===== src/rtl/exception_entry_sequencer_if.sv =====
// -----------------------------------------------------------------------------
// exception_entry_sequencer_if
// Purpose : Bundles the request/status handshake and the register-bank access
//           port of the exception entry/return sequencer.
// Signals :
//   exc_req / exc_type    entry request and exception type (0..4 valid)
//   ret_req / ret_bank    return request and bank to return from
//   busy / done / masked  sequencer status (done is a one-cycle pulse)
//   rb_write_enable/index/data   bank write port (driven by the sequencer)
//   rb_read_index / rb_read_data bank read port (data is combinational)
// Modports:
//   master : the sequencer side
//   slave  : the control logic / register bank side
// -----------------------------------------------------------------------------
interface exception_entry_sequencer_if;
    logic        exc_req;
    logic [2:0]  exc_type;
    logic        ret_req;
    logic [1:0]  ret_bank;
    logic        busy;
    logic        done;
    logic        masked;
    logic        rb_write_enable;
    logic [4:0]  rb_write_index;
    logic [31:0] rb_write_data;
    logic [4:0]  rb_read_index;
    logic [31:0] rb_read_data;

    modport master (
        input  exc_req, exc_type, ret_req, ret_bank, rb_read_data,
        output busy, done, masked,
               rb_write_enable, rb_write_index, rb_write_data, rb_read_index
    );

    modport slave (
        output exc_req, exc_type, ret_req, ret_bank, rb_read_data,
        input  busy, done, masked,
               rb_write_enable, rb_write_index, rb_write_data, rb_read_index
    );
endinterface


===== src/rtl/exception_entry_sequencer.sv =====
// -----------------------------------------------------------------------------
// exception_entry_sequencer
// Purpose : Multi-cycle initiator performing ARM exception entry (save CPSR to
//           SPSR, write banked LR, write new CPSR, jump to vector) and exception
//           return (restore CPSR from SPSR, LR -> PC) through the register
//           bank's write port and one read port.
// Ports   :
//   clk    clock
//   reset  synchronous active-high reset; aborts any sequence in progress
//   bus    exception_entry_sequencer_if.master (requests, status, bank port)
// Parameter:
//   VECTOR_BASE  base address added to each vector offset
// Build option:
//   EXC_IRQ_MASK_EN  when defined, an IRQ entry whose CPSR has I=1 finishes
//                    immediately with no writes and masked=1 alongside done.
// Bank map: PC=15, CPSR=16, {r13,r14,spsr} at 17+3*bank
//           (bank 0=SVC, 1=ABT, 2=IRQ, 3=UND).
// -----------------------------------------------------------------------------
module exception_entry_sequencer #(
    parameter logic [31:0] VECTOR_BASE = 32'h0000_0000
) (
    input  logic                               clk,
    input  logic                               reset,
    exception_entry_sequencer_if.master        bus
);

    localparam logic [4:0] IDX_PC   = 5'd15;
    localparam logic [4:0] IDX_CPSR = 5'd16;

    localparam logic [2:0] T_UND  = 3'd0;
    localparam logic [2:0] T_SVC  = 3'd1;
    localparam logic [2:0] T_PABT = 3'd2;
    localparam logic [2:0] T_DABT = 3'd3;
    localparam logic [2:0] T_IRQ  = 3'd4;

    typedef enum logic [3:0] {
        S_IDLE, S_RD_CPSR, S_RD_PC, S_WR_SPSR, S_WR_LR, S_WR_CPSR_E, S_WR_PC_E,
        S_RD_SPSR, S_RD_LR, S_WR_CPSR_R, S_WR_PC_R, S_DONE
    } state_t;

    state_t      r_state;
    logic [2:0]  r_type;
    logic [1:0]  r_bank;
    logic [31:0] r_cpsr_q;
    logic [31:0] r_pc_q;
    logic [31:0] r_spsr_q;
    logic [31:0] r_lr_q;
    logic        r_done;
    logic        r_masked;
    logic        r_we;
    logic [4:0]  r_wi;
    logic [31:0] r_wd;
    logic [4:0]  r_ri;

    logic        w_type_valid;
    logic [1:0]  w_exc_bank;

    function automatic logic [4:0] r14_idx(input logic [1:0] b);
        case (b)
            2'd0:    r14_idx = 5'd18;
            2'd1:    r14_idx = 5'd21;
            2'd2:    r14_idx = 5'd24;
            default: r14_idx = 5'd27;
        endcase
    endfunction

    function automatic logic [4:0] spsr_idx(input logic [1:0] b);
        case (b)
            2'd0:    spsr_idx = 5'd19;
            2'd1:    spsr_idx = 5'd22;
            2'd2:    spsr_idx = 5'd25;
            default: spsr_idx = 5'd28;
        endcase
    endfunction

    function automatic logic [4:0] mode_code(input logic [1:0] b);
        case (b)
            2'd0:    mode_code = 5'b10011;
            2'd1:    mode_code = 5'b10111;
            2'd2:    mode_code = 5'b10010;
            default: mode_code = 5'b11011;
        endcase
    endfunction

    function automatic logic [7:0] vec_offset(input logic [2:0] t);
        case (t)
            T_UND:   vec_offset = 8'h04;
            T_SVC:   vec_offset = 8'h08;
            T_PABT:  vec_offset = 8'h0C;
            T_DABT:  vec_offset = 8'h10;
            default: vec_offset = 8'h18;
        endcase
    endfunction

    // Exception type to register bank; both abort flavours share ABT.
    always_comb begin
        w_exc_bank = 2'd0;
        case (bus.exc_type)
            T_UND:   w_exc_bank = 2'd3;
            T_SVC:   w_exc_bank = 2'd0;
            T_PABT:  w_exc_bank = 2'd1;
            T_DABT:  w_exc_bank = 2'd1;
            default: w_exc_bank = 2'd2;
        endcase
    end

    assign w_type_valid = (bus.exc_type <= T_IRQ);

    // Outputs are registered alongside the state: each transition loads the
    // port values that belong to the state being entered, so they are a pure
    // function of the current state (plus latched operands).
    always_ff @(posedge clk) begin
        if (reset) begin
            r_state  <= S_IDLE;
            r_type   <= 3'd0;
            r_bank   <= 2'd0;
            r_cpsr_q <= 32'd0;
            r_pc_q   <= 32'd0;
            r_spsr_q <= 32'd0;
            r_lr_q   <= 32'd0;
            r_done   <= 1'b0;
            r_masked <= 1'b0;
            r_we     <= 1'b0;
            r_wi     <= 5'd0;
            r_wd     <= 32'd0;
            r_ri     <= 5'd0;
        end else begin
            r_done   <= 1'b0;
            r_masked <= 1'b0;
            r_we     <= 1'b0;
            r_wi     <= 5'd0;
            r_wd     <= 32'd0;
            r_ri     <= 5'd0;
            case (r_state)
                S_IDLE: begin
                    if (bus.exc_req && w_type_valid) begin
                        r_type  <= bus.exc_type;
                        r_bank  <= w_exc_bank;
                        r_ri    <= IDX_CPSR;
                        r_state <= S_RD_CPSR;
                    end else if (bus.ret_req) begin
                        r_bank  <= bus.ret_bank;
                        r_ri    <= spsr_idx(bus.ret_bank);
                        r_state <= S_RD_SPSR;
                    end
                end
                S_RD_CPSR: begin
                    r_cpsr_q <= bus.rb_read_data;
`ifdef EXC_IRQ_MASK_EN
                    // IRQs already disabled: finish without touching the bank.
                    if (r_type == T_IRQ && bus.rb_read_data[7]) begin
                        r_done   <= 1'b1;
                        r_masked <= 1'b1;
                        r_state  <= S_DONE;
                    end else begin
                        r_ri    <= IDX_PC;
                        r_state <= S_RD_PC;
                    end
`else
                    r_ri    <= IDX_PC;
                    r_state <= S_RD_PC;
`endif
                end
                S_RD_PC: begin
                    r_pc_q  <= bus.rb_read_data;
                    r_we    <= 1'b1;
                    r_wi    <= spsr_idx(r_bank);
                    r_wd    <= r_cpsr_q;
                    r_state <= S_WR_SPSR;
                end
                S_WR_SPSR: begin
                    r_we    <= 1'b1;
                    r_wi    <= r14_idx(r_bank);
                    r_wd    <= (r_type == T_DABT) ? r_pc_q : (r_pc_q - 32'd4);
                    r_state <= S_WR_LR;
                end
                S_WR_LR: begin
                    // Keep flags and F, set I, clear T, switch mode.
                    r_we    <= 1'b1;
                    r_wi    <= IDX_CPSR;
                    r_wd    <= {r_cpsr_q[31:8], 1'b1, r_cpsr_q[6], 1'b0, mode_code(r_bank)};
                    r_state <= S_WR_CPSR_E;
                end
                S_WR_CPSR_E: begin
                    r_we    <= 1'b1;
                    r_wi    <= IDX_PC;
                    r_wd    <= VECTOR_BASE + {24'd0, vec_offset(r_type)};
                    r_state <= S_WR_PC_E;
                end
                S_WR_PC_E: begin
                    r_done  <= 1'b1;
                    r_state <= S_DONE;
                end
                S_RD_SPSR: begin
                    r_spsr_q <= bus.rb_read_data;
                    r_ri     <= r14_idx(r_bank);
                    r_state  <= S_RD_LR;
                end
                S_RD_LR: begin
                    r_lr_q  <= bus.rb_read_data;
                    r_we    <= 1'b1;
                    r_wi    <= IDX_CPSR;
                    r_wd    <= r_spsr_q;
                    r_state <= S_WR_CPSR_R;
                end
                S_WR_CPSR_R: begin
                    r_we    <= 1'b1;
                    r_wi    <= IDX_PC;
                    r_wd    <= r_lr_q;
                    r_state <= S_WR_PC_R;
                end
                S_WR_PC_R: begin
                    r_done  <= 1'b1;
                    r_state <= S_DONE;
                end
                default: begin
                    r_state <= S_IDLE;
                end
            endcase
        end
    end

    assign bus.busy            = (r_state != S_IDLE);
    assign bus.done            = r_done;
    assign bus.masked          = r_masked;
    assign bus.rb_write_enable = r_we;
    assign bus.rb_write_index  = r_wi;
    assign bus.rb_write_data   = r_wd;
    assign bus.rb_read_index   = r_ri;

endmodule


===== src/flat_wrapper.sv =====
// flat-port wrapper written by rule: the top's interface ports become plain ports
module exception_entry_sequencer_flat 
#(
    parameter logic [31:0] VECTOR_BASE = 32'h0000_0000
)
  (clk, reset, bus_exc_req, bus_exc_type, bus_ret_req, bus_ret_bank, bus_rb_read_data, bus_busy, bus_done, bus_masked, bus_rb_write_enable, bus_rb_write_index, bus_rb_write_data, bus_rb_read_index);
  exception_entry_sequencer_if bus_i ();
  input  logic clk;
  input  logic reset;
  input wire logic [$bits(bus_i.exc_req)-1:0] bus_exc_req;
  input wire logic [$bits(bus_i.exc_type)-1:0] bus_exc_type;
  input wire logic [$bits(bus_i.ret_req)-1:0] bus_ret_req;
  input wire logic [$bits(bus_i.ret_bank)-1:0] bus_ret_bank;
  input wire logic [$bits(bus_i.rb_read_data)-1:0] bus_rb_read_data;
  output wire logic [$bits(bus_i.busy)-1:0] bus_busy;
  output wire logic [$bits(bus_i.done)-1:0] bus_done;
  output wire logic [$bits(bus_i.masked)-1:0] bus_masked;
  output wire logic [$bits(bus_i.rb_write_enable)-1:0] bus_rb_write_enable;
  output wire logic [$bits(bus_i.rb_write_index)-1:0] bus_rb_write_index;
  output wire logic [$bits(bus_i.rb_write_data)-1:0] bus_rb_write_data;
  output wire logic [$bits(bus_i.rb_read_index)-1:0] bus_rb_read_index;
  assign bus_i.exc_req = bus_exc_req;
  assign bus_i.exc_type = bus_exc_type;
  assign bus_i.ret_req = bus_ret_req;
  assign bus_i.ret_bank = bus_ret_bank;
  assign bus_i.rb_read_data = bus_rb_read_data;
  assign bus_busy = bus_i.busy;
  assign bus_done = bus_i.done;
  assign bus_masked = bus_i.masked;
  assign bus_rb_write_enable = bus_i.rb_write_enable;
  assign bus_rb_write_index = bus_i.rb_write_index;
  assign bus_rb_write_data = bus_i.rb_write_data;
  assign bus_rb_read_index = bus_i.rb_read_index;
  exception_entry_sequencer #(.VECTOR_BASE(VECTOR_BASE)) u_core (.clk(clk), .reset(reset), .bus(bus_i));
endmodule

===== config.mk =====
export PLATFORM = sky130hd
export DESIGN_NAME = exception_entry_sequencer_flat
export DESIGN_NICKNAME = d
export VERILOG_FILES = /design/src/rtl/exception_entry_sequencer_if.sv /design/src/rtl/exception_entry_sequencer.sv /design/src/flat_wrapper.sv
export SDC_FILE = /design/constraint.sdc
export NUM_CORES = 1
export LEC_CHECK = 0
export CAP_MARGIN = 20
export CORE_ASPECT_RATIO = 0.5
export CORE_MARGIN = 8
export CORE_UTILIZATION = 25
export CTS_CLUSTER_DIAMETER = 200
export DETAILED_ROUTE_END_ITERATION = 8
export PLACE_DENSITY = 0.43
export SYNTH_ARGS = -nofsm -noshare
export SYNTH_HDL_FRONTEND = slang
export SYNTH_SLANG_ARGS = --single-unit

===== constraint.sdc =====
create_clock -name clk -period 1.9 [get_ports clk]
set_input_delay 0.285 -clock clk [delete_from_list [all_inputs] [get_ports clk]]
set_output_delay 0.285 -clock clk [all_outputs]
set_load 0.02 [all_outputs]

==> flow_summary.toml <==
[min_path]
hold_depth = 2
hp-class = "in2reg"
hp-start = "reset"
min_delay_worst_endpoint = "u_core.r_cpsr_q[1]$_SDFFE_PP0P_"

[pwr]
power_density_nw_per_um2 = 1100
peakVddDrop_v = 0.000679
p_leak_nw = 3.49
total_power_mw = 11.1

[yosys]
synth-edff-count = 0
synth_ff_type = "dfxtp_1"
yosysSeqAreaShare = 0.472
syn_area_per_cell_sq_um = 7.98
async_flop_share = 0
ys_seq_elements = 181
syn-num-nets = 1009
synth.cell_area_sq_um = 7670
yosysWarnings = 0
synth_cell_types = 52
synthCells = 961

[critical_path]
r2r_end = "u_core.bus.rb_write_data[30]$_SDFF_PP0_"
arrival_ns = 2.12
worst-setup-path-type = "reg2reg"
required_ns = 2.22
worst_setup_path_end_kind = "flop"
crit-reg2reg-launch = "u_core.r_pc_q[23]$_SDFFE_PP0P_"
worst-path-max-fanout = 3
reg2reg_depth = 5
reg2reg_slack_ns = 0.1
worstSetupStartpointType = "flop"

[place]
dpl.hpwl_microns = 17500
dp_cells = 1453
pre_cts_ws_ns = 0.0445
numPortBuffers = 85
gp_congestion = 0.804

[cells_and_area]
fin_nets = 1121
layout-drive-gt1-share = 0.146
final_cell_mix = "292 x nand2_1, 179 x dfxtp_1, 151 x a21oi_1, 83 x clkdlybuf4s50_1, 67 x buf_4"
utilization = 0.335
multi_input_area_sq_um = 3770
stdcell_count = 1485
diodes = 0
area_growth_syn_to_layout_pct = 32.2
regArea_sq_um = 3630
layout_commonest_cell = "nand2_1"
nFillCells = 3111

[timing]
slew_headroom = 0.670
tightest_slew_ns = 0.490
finalSetupViolations = 0
fin_crit_ns = 1.80
rsz0062_at_grt = "false"
setup-tns-final_ns = 0
fin_ws_ns = 0.0977
fmax_mhz = 555
skew_ns = 0.00684
post-route-period-util = 0.949
finalMaxSlewViolations = 0
hold_viol = 0

[grt]
grt_pass1_vias = 7135
grt_use_total = 0.137
grt_pass1_wl_microns = 40300
grt_overflow = 0
grt_max_degree = 93
antenna_found_initial = 0

[floorplan]
die_area_sq_um = 36900
core.rowCount = 45
die_w_microns = 264
core-area_sq_um = 30200
die_y_microns = 140
initial_core_util = 0.254
num_io_pins = 87

[drt]
vias_per_cell = 4.82
wl_per_cell_microns = 17.3
drt_drc_violations_left = 0
vias = 7160
wl_microns = 25600
ant_nets = 0
dr.pass1.iters = 5
first_iter_violations = 493

[cts]
clock_sinks = 181
clk_pin_slew_ns = 0.07
cts_hold_buf = 0
cts_max_level = 4
cts_tree = "yes"
clock-root-buffer = "clkbuf_16"
post_cts_buffers = 0
clk_latency_ns = 0.44
clockBufferDepth = 2
cts_buffers = 17

[job]
maxCapViolations = 0

[status]
status = "finished, final reports clean"
-- synthesized netlist by cell type (all sizes together), types with 4 or more instances --
library cell	instances	area (sq um)
a31oi	5	31.3
nand4	5	37.5
mux2	19	214
o22ai	18	119
o21a	4	30.0
a21oi	151	756
nand3	7	35.0
ha	7	87.6
a22oi	18	135
a222oi	13	130
buf	14	70.1
inv	11	41.3
o21ai	22	114
clkbuf	56	210
dfxtp	181	3620
or3	6	37.5
nor2	33	126
nor2b	5	31.3
nor3	25	150
nand2	292	1100
nand2b	5	31.3
nor4	14	143
xnor2	26	228
-- worst max-delay path: stages, from the launching register on --
cell and delay, ns:
dfxtp_1 0.33, or3_4 0.40, or4_4 0.52, nor4_2 0.19, xnor2_1 0.16, o22ai_1 0.08
-- flip-flops by register name (all words and copies together), names as in the netlist --
signal and flops:
u_core.r_pc_q 32, u_core.r_state 4, u_core.bus.rb_read_index 5, u_core.r_bank 2, u_core.bus.rb_write_enable 1, u_core.bus.done 1
u_core.r_lr_q 32, u_core.r_cpsr_q 32, u_core.bus.rb_write_index 5, u_core.bus.rb_write_data 32, u_core.r_type 3, u_core.r_spsr_q 32
-- through the flow --
step / hold slack (ns) / area [sq um]
6_report: 0.236 / 10100
5_1_grt: 0.222 / 10100
4_1_cts: 0.211 / 10100
3_5_place_dp: 0.444 / 9490
3_3_place_gp: 0.438 / 9490
2_1_floorplan: 0.421 / 7670
-- layer usage --
layer	GRT usage	wire length [microns]	up-vias
li1	-	-	3512
met1	0.175	12100	3474
met2	0.229	12200	141
met3	0.0266	910	33
met4	0.0493	467	0
met5	0	0	-
-- power breakdown --
group          switching [mW]  internal (mW)
combinational            1.78           1.36
sequential              0.185           4.06
clock                    1.55           2.17
-- logic make-up (layout without fill, tap and decap cells) --
family / after synthesis / after routing / synth area share
XOR/XNOR: 27 / 27 / 0.0308
AO/OA/AOI/OAI: 244 / 244 / 0.186
buffers and inverters: 81 / 206 / 0.0419
other: 1 / 1 / 0.000489
multiplexers: 19 / 19 / 0.0279
flip-flops: 181 / 181 / 0.472
AND/OR/NAND/NOR: 401 / 401 / 0.229
adder cells (fa/ha/maj): 7 / 7 / 0.0114
-- what timing repair did --
item,4_1_cts,5_1_grt
pin swaps,0,2
gates resized for setup,3,7
setup endpoints to repair,1,9
-- worst max-delay path by stage --
stage                                              start                                       to  cells past startpoint
after detailed placement  u_core.r_state[2]$_SDFFE_PP0P_   u_core.bus.rb_write_data[0]$_SDFF_PP0_                      6
after floorplan           u_core.r_pc_q[23]$_SDFFE_PP0P_  u_core.bus.rb_write_data[31]$_SDFF_PP0_                      5
after global placement    u_core.r_pc_q[23]$_SDFFE_PP0P_  u_core.bus.rb_write_data[31]$_SDFF_PP0_                      5
after global routing      u_core.r_pc_q[23]$_SDFFE_PP0P_  u_core.bus.rb_write_data[30]$_SDFF_PP0_                      5
final                     u_core.r_pc_q[23]$_SDFFE_PP0P_  u_core.bus.rb_write_data[30]$_SDFF_PP0_                      5
after CTS                 u_core.r_state[2]$_SDFFE_PP0P_   u_core.bus.rb_write_data[0]$_SDFF_PP0_                      6
-- area by class of cell --
class	count	share of cell area
flip-flops and latches	181	0.358
repair buffers	163	0.156
clock buffers	20	0.0460
inverters	11	0.00407
multi-input cells	699	0.372
well taps	399	0.0492
clock inverters	12	0.0147
Power figures use the tool's default switching activity.
